[config.mk]
export PLATFORM = sky130hd
export DESIGN_NAME = div_iter
export DESIGN_NICKNAME = d
export VERILOG_FILES = /design/src/rtl/div_iter.sv
export SDC_FILE = /design/constraint.sdc
export NUM_CORES = 1
export LEC_CHECK = 0
export ABC_AREA = 1
export BUFFER_PORTS_ARGS = -buffer_cell sky130_fd_sc_hd__clkbuf_2
export CAP_MARGIN = 20
export CORE_MARGIN = 5
export CORE_UTILIZATION = 51
export DETAILED_ROUTE_END_ITERATION = 16
export HOLD_SLACK_MARGIN = 0.02
export PLACE_DENSITY = 0.7
export SYNTH_ARGS = -nofsm -noshare
export SYNTH_HDL_FRONTEND = slang
export SYNTH_SLANG_ARGS = --single-unit
[constraint.sdc]
create_clock -name clk -period 5.45 [get_ports clk]
set_input_delay 0.545 -clock clk [delete_from_list [all_inputs] [get_ports clk]]
set_output_delay 0.545 -clock clk [all_outputs]
set_load 0.01 [all_outputs]
[src/rtl/div_iter.sv]
// div_iter: iterative radix-2 restoring divider, signed or unsigned.
// Define DIV_ZERO_FAST_EN to skip CALC when the divisor is zero.
module div_iter #(
    parameter int WIDTH = 32
) (
    input  logic             clk,
    input  logic             rst_n,
    input  logic             start,
    input  logic             signed_op,
    input  logic [WIDTH-1:0] dividend,
    input  logic [WIDTH-1:0] divisor,
    input  logic             flush,
    output logic             busy,
    output logic             valid,
    output logic [WIDTH-1:0] quotient,
    output logic [WIDTH-1:0] remainder,
    output logic             div_by_zero
);

    localparam int CW = $clog2(WIDTH);

    typedef enum logic [1:0] {
        IDLE,
        CALC,
        DONE
    } state_t;

    state_t state_q, state_d;

    logic [CW-1:0]    cnt_q;
    logic [WIDTH-1:0] rem_q, quo_q, dvs_q, dvnd_q;
    logic             neg_quo_q, neg_rem_q, zero_q;

    logic             accept, last, fast_zero;
    logic             a_neg, b_neg;
    logic [WIDTH-1:0] a_mag, b_mag;
    logic [WIDTH:0]   shifted, trial;
    logic [WIDTH-1:0] rem_nxt, quo_nxt;

    assign accept = (state_q == IDLE) && start && !flush;
    assign last   = (cnt_q == CW'(WIDTH - 1));
    assign busy   = (state_q == CALC);
    assign valid  = (state_q == DONE);

`ifdef DIV_ZERO_FAST_EN
    assign fast_zero = (divisor == '0);
`else
    assign fast_zero = 1'b0;
`endif

    assign a_neg = signed_op & dividend[WIDTH-1];
    assign b_neg = signed_op & divisor[WIDTH-1];
    assign a_mag = a_neg ? -dividend : dividend;
    assign b_mag = b_neg ? -divisor : divisor;

    // Trial subtract is one bit wider so its sign bit is the borrow.
    assign shifted = {rem_q, quo_q[WIDTH-1]};
    assign trial   = shifted - {1'b0, dvs_q};
    assign rem_nxt = trial[WIDTH] ? shifted[WIDTH-1:0] : trial[WIDTH-1:0];
    assign quo_nxt = {quo_q[WIDTH-2:0], ~trial[WIDTH]};

    always_ff @(posedge clk or negedge rst_n) begin
        if (!rst_n) state_q <= IDLE;
        else        state_q <= state_d;
    end

    always_comb begin
        state_d = state_q;
        if (flush) begin
            state_d = IDLE;
        end else begin
            case (state_q)
                IDLE:    if (start) state_d = fast_zero ? DONE : CALC;
                CALC:    if (last) state_d = DONE;
                DONE:    state_d = IDLE;
                default: state_d = IDLE;
            endcase
        end
    end

    always_ff @(posedge clk or negedge rst_n) begin
        if (!rst_n) begin
            cnt_q       <= '0;
            rem_q       <= '0;
            quo_q       <= '0;
            dvs_q       <= '0;
            dvnd_q      <= '0;
            neg_quo_q   <= 1'b0;
            neg_rem_q   <= 1'b0;
            zero_q      <= 1'b0;
            quotient    <= '0;
            remainder   <= '0;
            div_by_zero <= 1'b0;
        end else if (accept) begin
            cnt_q     <= '0;
            rem_q     <= '0;
            quo_q     <= a_mag;
            dvs_q     <= b_mag;
            dvnd_q    <= dividend;
            neg_quo_q <= a_neg ^ b_neg;
            neg_rem_q <= a_neg;
            zero_q    <= (divisor == '0);
            if (fast_zero) begin
                quotient    <= '1;
                remainder   <= dividend;
                div_by_zero <= 1'b1;
            end
        end else if (state_q == CALC && !flush) begin
            rem_q <= rem_nxt;
            quo_q <= quo_nxt;
            cnt_q <= cnt_q + CW'(1);
            if (last) begin
                div_by_zero <= zero_q;
                if (zero_q) begin
                    quotient  <= '1;
                    remainder <= dvnd_q;
                end else begin
                    quotient  <= neg_quo_q ? -quo_nxt : quo_nxt;
                    remainder <= neg_rem_q ? -rem_nxt : rem_nxt;
                end
            end
        end
    end

endmodule
# [Word-level counts from Yosys, hierarchy flattened]
# Index checks and enable logic that the tools add are counted.
[op_classes] n_addsub=6 n_eq_ne=5 mux=17 bitwise=5 reduce_logical=9
[ops] cell="2-to-1 mux 32 bit" n=11
[ops] cell="negation 32 bit" n=4
[ops] cell="subtractor 33 x 32 -> 33 bit" n=1
[ops] cell="zero test 32 bit" n=1
[ops] cell="2-to-1 mux 5 bit" n=2
[ops] cell="2-to-1 mux 2 bit" n=3
[ops] cell="adder 5 x 1 -> 5 bit (second input constant)" n=1
[ops] cell="equality test 5 bit (second input constant)" n=1
[ops] cell="case mux 2 bit (2 select lines)" n=1
[ops] cell="logical AND 1 bit" n=3
[ops] cell="inequality test 3 x 2 -> 1 bit (second input constant)" n=1
[ops] cell="inequality test 3 bit (second input constant)" n=1
[ops] cell="AND reduction 3 bit" n=1
[ops] cell="AND 1 bit" n=2
[ops] cell="equality test 2 x 1 -> 1 bit (second input constant)" n=1
[ops] cell="equality test 2 bit (second input constant)" n=1
[ops] cell="zero test 2 bit" n=1
[ops] cell="inverter 1 bit" n=2
[ops] cell="AND reduction 2 bit" n=1
[ops] cell="nonzero test 2 bit" n=1
[ops] cell="zero test 1 bit" n=1
[ops] cell="bitwise XOR 1 bit" n=1
[word_totals] reg_bits=203 in_bits=69 out_inout_bits=67 word_cells=54

# [Depth between registers and ports, before layout]
[logic_depth] word_depth=5 mapped_depth=30 ltp_nobuf=28

# [Worst setup path before layout]
# No wires, ideal clock.
[synth_path] path_kind="flip-flop to flip-flop" startpoint="register quo_q[31]" endpoint="register quotient[28]" setup_time_ns=0.119 t_arrival_ns=3.792 t_required_ns=5.331 slack_ns=1.538 path_stages_with_launch=29 n_path_buf=2 period_less_slack_ns=3.912 path_cell_list="dfrtp_1 -> inv_1 -> ha_1 -> inv_1 -> fa_1 -> nand2_1 -> nand2_1 -> nand3_1 -> nand2_2 -> nand2_1 -> nand2_2 -> nand2_4 -> nand3_2 -> nand2_4 -> buf_6 -> buf_4 -> ha_1 -> nand3_1 -> nor3_1 -> nand3_1 -> nor3_1 -> nand2_1 -> inv_1 -> nand4_1 -> o21ai_0 -> o21ai_0 -> xor2_1 -> o22ai_1 -> inv_1"
[synth_via] elab_chain_len=5
[synth_rtl] item="start, declared" line="31" rtl="logic [WIDTH-1:0] rem_q, quo_q, dvs_q, dvnd_q;"
[synth_rtl] item="start signal, assigned" line="97" rtl="quo_q <= a_mag;"
[synth_rtl] item="start signal, assigned" line="110" rtl="quo_q <= quo_nxt;"
[synth_rtl] item="subtractor 33 x 32 -> 33 bit" line="58" rtl="assign trial = shifted - {1'b0, dvs_q};"
[synth_rtl] item="inverter 1 bit" line="60" rtl="assign quo_nxt = {quo_q[WIDTH-2:0], ~trial[WIDTH]};"
[synth_rtl] item="negation 32 bit" line="118" rtl="quotient <= neg_quo_q ? -quo_nxt : quo_nxt;"
[synth_rtl] item="2-to-1 mux 32 bit" line="118"
[synth_rtl] item="2-to-1 mux 32 bit" line="114" rtl="if (zero_q) begin"
[synth_rtl] item="end signal, assigned" line="118"
[synth_rtl] item="end, declared" line="15" rtl="output logic [WIDTH-1:0] quotient,"
# Every way passes these cells.
# A chain may end at the register's enable or synchronous reset.

# [Worst setup path in the final report]
# Same ends and word-level chain as after synthesis.

==> qor.tcl <==
set qor(io_pins) 136
set qor(grt_setup_unrepaired) {false}
set qor(cts_made_buffers) 25
set qor(avgViaCountPerCell) 5.72
set qor(clock_latency_ns) 0.54
set qor(slew_headroom_pct) 29.1
set qor(clkSinkCount) 203
set qor(ctsResizeCount) 0
set qor(startpoint) {quo_q[31]}
set qor(vias) 14065
set qor(num_rows) 60
set qor(combinational_family_with_the_most_area_after_synthesis) {simple AND/OR/NAND/NOR gates}
set qor(final.hold.worst_slack_ns) 0.0730
set qor(design_area_sq_um) 15600
set qor(cts.reportedPaths.clkPinSlew_ns) 0.06
set qor(setup_viol) 0
set qor(worstSetupPathType) {flip-flop to flip-flop}
set qor(fillerInstances) 2610
set qor(startpoint_type) {flip-flop}
set qor(floorplan.die_area_sq_um) 30400
set qor(drt_pre_antenna_iters) 8
set qor(initial_core_util_pct) 51.5
set qor(grt_pass1_vias) 13325
set qor(congestion_overflow_gr) 0
set qor(grt_max_degree) 115
set qor(gp_routability_congestion) 0.956
set qor(slew_violations) 0
set qor(synth-adder-area-share_pct) 3.59
set qor(dp_hpwl_um) 35400
set qor(critical_path.reg2reg.startpoint) {quo_q[31]}
set qor(mostFrequentLayoutCell) {sky130_fd_sc_hd__nand2_1}
set qor(detail_route.drc_violations) 0
set qor(fmax_ghz) 0.232
set qor(synthXorXnorAreaFrac_pct) 4.19
set qor(synth_compound_gate_area_share_pct) 15.9
set qor(cts_htree_levels) 1
set qor(powerDensity_nw_per_um2) 567
set qor(cts.repair_timing.setup_buffer_count) 0
set qor(final_antenna_net_count) 0
set qor(synth.net_count) 2100
set qor(max-clock-path-buffers) 3
set qor(power.static_leakage_nw) 8.26
set qor(final_net_count) 2207
set qor(floorplan.die.width_um) 174
set qor(timing.critical_path.required_ns) 5.88
set qor(grt_antenna_before_repair) 1
set qor(synth_area_sq_um) 13800
set qor(gr-max-usage-layer) {met1}
set qor(vdd_ir_drop_max_mv) 0.259
set qor(grt_first_pass_wirelength_um) 74500
set qor(port-buffer-count) 135
set qor(status) {completed}
set qor(wl_per_cell_um) 19.0
set qor(proportion_of_layout_cells_with_a_drive_suffix_above_1_pct) 11.9
set qor(fp.coreArea_sq_um) 26800
set qor(yosys.cell_types.count) 54
set qor(tightestPinTransition_ns) 1.06
set qor(worstPathMaxFanout) 4
set qor(drtIter0Drc) 1590
set qor(area_of_the_multi_input_gates_sq_um) 7410
set qor(finalHoldViolations) 0
set qor(grtUsageMet1_pct) 45.3
set qor(finalSetupTns_ns) 0
set qor(cp-end-kind) {flip-flop}
set qor(holdBufCountCts) 0
set qor(die-height_um) 174
set qor(clock-root-buffer) {sky130_fd_sc_hd__clkbuf_16}
set qor(area_delta_synth_final_pct) 12.7
set qor(grt.met3_usage_pct) 5.94
set qor(synthCells) 1992
set qor(finalCriticalPeriod_ns) 4.32
set qor(ys_seq_elements) 203
set qor(global_route.usage.met2_pct) 44.9
set qor(arrival_time_of_data_at_the_critical_path_endpoint_ns) 4.75
set qor(synth.area.mux_share_pct) 0
set qor(postPlaceCellArea_sq_um) 14800
set qor(cts_tree) {done}
set qor(layout_common_cells) {585 x sky130_fd_sc_hd__nand2_1, 258 x sky130_fd_sc_hd__inv_1, 203 x sky130_fd_sc_hd__dfrtp_1}
set qor(ys_seq_area_share_pct) 36.8
set qor(hp-class) {primary input to async pin}
set qor(finClkSkew_ns) 0.0127
set qor(maxCapViolations) 0
set qor(post_synth_and_or_nand_nor_area_fraction_pct) 29.8
set qor(synthesis.yosys.warnings) 0
set qor(detail_route.wirelength_um) 46700
set qor(post_synth.cell_area_avg_sq_um) 6.93
set qor(globalRouteTotalUtil_pct) 30.4
set qor(storage_cell_area_sq_um) 5080
set qor(antenna_cells) 0
set qor(fin_crit_sh_pct) 79.2
per-layer routing:
layer / part of all wire (%) / wire [um] / vias to the layer above
li1: - / - / 6734
met4: 3.3 / 1540 / 0
met2: 43 / 19900 / 644
met3: 9.1 / 4250 / 105
met5: 0 / 0 / -
met1: 45 / 21000 / 6582
synth_stat cells, drive strengths merged:
| master | instances | area share [%] |
|---|---|---|
| a211oi | 2 | 0.11 |
| a21o | 3 | 0.16 |
| a21oi | 56 | 2.1 |
| a221oi | 3 | 0.19 |
| a22o | 2 | 0.13 |
| a22oi | 32 | 1.7 |
| a2bb2oi | 2 | 0.13 |
| a311oi | 2 | 0.13 |
| a31oi | 3 | 0.14 |
| a32oi | 1 | 0.063 |
| buf | 18 | 0.81 |
| clkbuf | 52 | 1.4 |
| clkinv | 3 | 0.082 |
| dfrtp | 203 | 37 |
| fa | 1 | 0.15 |
| ha | 38 | 3.4 |
| inv | 270 | 7.3 |
| nand2 | 607 | 17 |
| nand3 | 118 | 4.4 |
| nand3b | 6 | 0.33 |
| nand4 | 25 | 1.1 |
| nor2 | 180 | 5.2 |
| nor3 | 28 | 1.0 |
| nor3b | 1 | 0.054 |
| nor4 | 10 | 0.45 |
| o211ai | 5 | 0.27 |
| o21a | 5 | 0.27 |
| o21ai | 155 | 5.7 |
| o21bai | 7 | 0.38 |
| o221ai | 12 | 0.76 |
| o22a | 13 | 0.83 |
| o22ai | 51 | 2.3 |
| o311ai | 1 | 0.063 |
| o31ai | 4 | 0.22 |
| o32a | 2 | 0.15 |
| o41ai | 1 | 0.063 |
| or2 | 4 | 0.18 |
| xnor2 | 22 | 1.4 |
| xor2 | 44 | 2.8 |
power by group:
part / internal (mW) / leakage [nW] / switching (mW)
Combinational: 1.52 / 5.23 / 3.63
Clock: 0.937 / 0.398 / 0.703
Sequential: 1.79 / 2.64 / 0.241
Total: 4.24 / 8.26 / 4.57
worst max-delay path: stages (launching register included):
cell and delay, ns:
sky130_fd_sc_hd__dfrtp_1 0.36, sky130_fd_sc_hd__inv_1 0.09, sky130_fd_sc_hd__ha_1 0.16, sky130_fd_sc_hd__inv_1 0.07, sky130_fd_sc_hd__fa_1 0.41, sky130_fd_sc_hd__nand2_1 0.08
sky130_fd_sc_hd__nand2_1 0.07, sky130_fd_sc_hd__nand3_1 0.10, sky130_fd_sc_hd__nand2_2 0.08, sky130_fd_sc_hd__nand2_1 0.09, sky130_fd_sc_hd__nand2_2 0.09, sky130_fd_sc_hd__nand2_4 0.10
sky130_fd_sc_hd__nand3_2 0.12, sky130_fd_sc_hd__nand2_4 0.12, sky130_fd_sc_hd__ha_1 0.16, sky130_fd_sc_hd__nand3_1 0.09, sky130_fd_sc_hd__nor3_1 0.29, sky130_fd_sc_hd__nand3_1 0.16
sky130_fd_sc_hd__nor3_1 0.31, sky130_fd_sc_hd__nand2_1 0.13, sky130_fd_sc_hd__inv_1 0.14, sky130_fd_sc_hd__nand4_1 0.12, sky130_fd_sc_hd__o21ai_0 0.31, sky130_fd_sc_hd__o21ai_0 0.18
sky130_fd_sc_hd__xor2_1 0.18, sky130_fd_sc_hd__o22ai_1 0.13, sky130_fd_sc_hd__inv_1 0.06
worst paths after layout:
path / to / slack (ns) / cells past startpoint
setup / recovery: quotient[28] / 1.13 / 26
hold / removal: dvs_q[18] / 0.07 / 1
max in group asynchronous: quo_q[8] / 3.97 / 2
min in group clk: zero_q / 0.24 / 2
hold reg to reg: dvnd_q[14] / 0.48 / 2
setup reg to reg: quotient[28] / 1.13 / 26
metrics by stage:
step | cells | power, mW | utilization [%] | worst slack [ns]
2_1_floorplan | 1992 | 5.69 | - | 1.54
3_3_place_gp | 2412 | 7.00 | 54.9 | 1.28
3_5_place_dp | 2413 | 7.05 | 55.1 | 1.20
4_1_cts | 2457 | 8.72 | 58.0 | 1.16
5_1_grt | 2457 | 9.48 | 58.0 | 0.711
6_report | 2457 | 8.81 | 58.0 | 1.13
cell type report:
| type | instances | area share, % |
|---|---|---|
| Multi-Input combinational cell | 1446 | 47.6 |
| Sequential cell | 203 | 32.7 |
| Inverter | 273 | 6.59 |
| Timing Repair Buffer | 150 | 5.25 |
| Clock buffer | 30 | 4.34 |
| Tap cell | 341 | 2.74 |
| Clock inverter | 14 | 0.804 |
state kept, by name (all words and copies together), names as in the netlist:
name / count
dvnd_q: 32
dvs_q: 32
quo_q: 32
quotient: 32
rem_q: 32
remainder: 32
cnt_q: 5
state_q: 2
div_by_zero: 1
neg_quo_q: 1
neg_rem_q: 1
zero_q: 1
cells by family after synthesis:
logic type,count (synthesis)
simple gates,979
xor+xnor,66
compound gates,362
flops,203
buf+inv,343
fa+ha+maj,39
(Power assumes the default switching activity.)
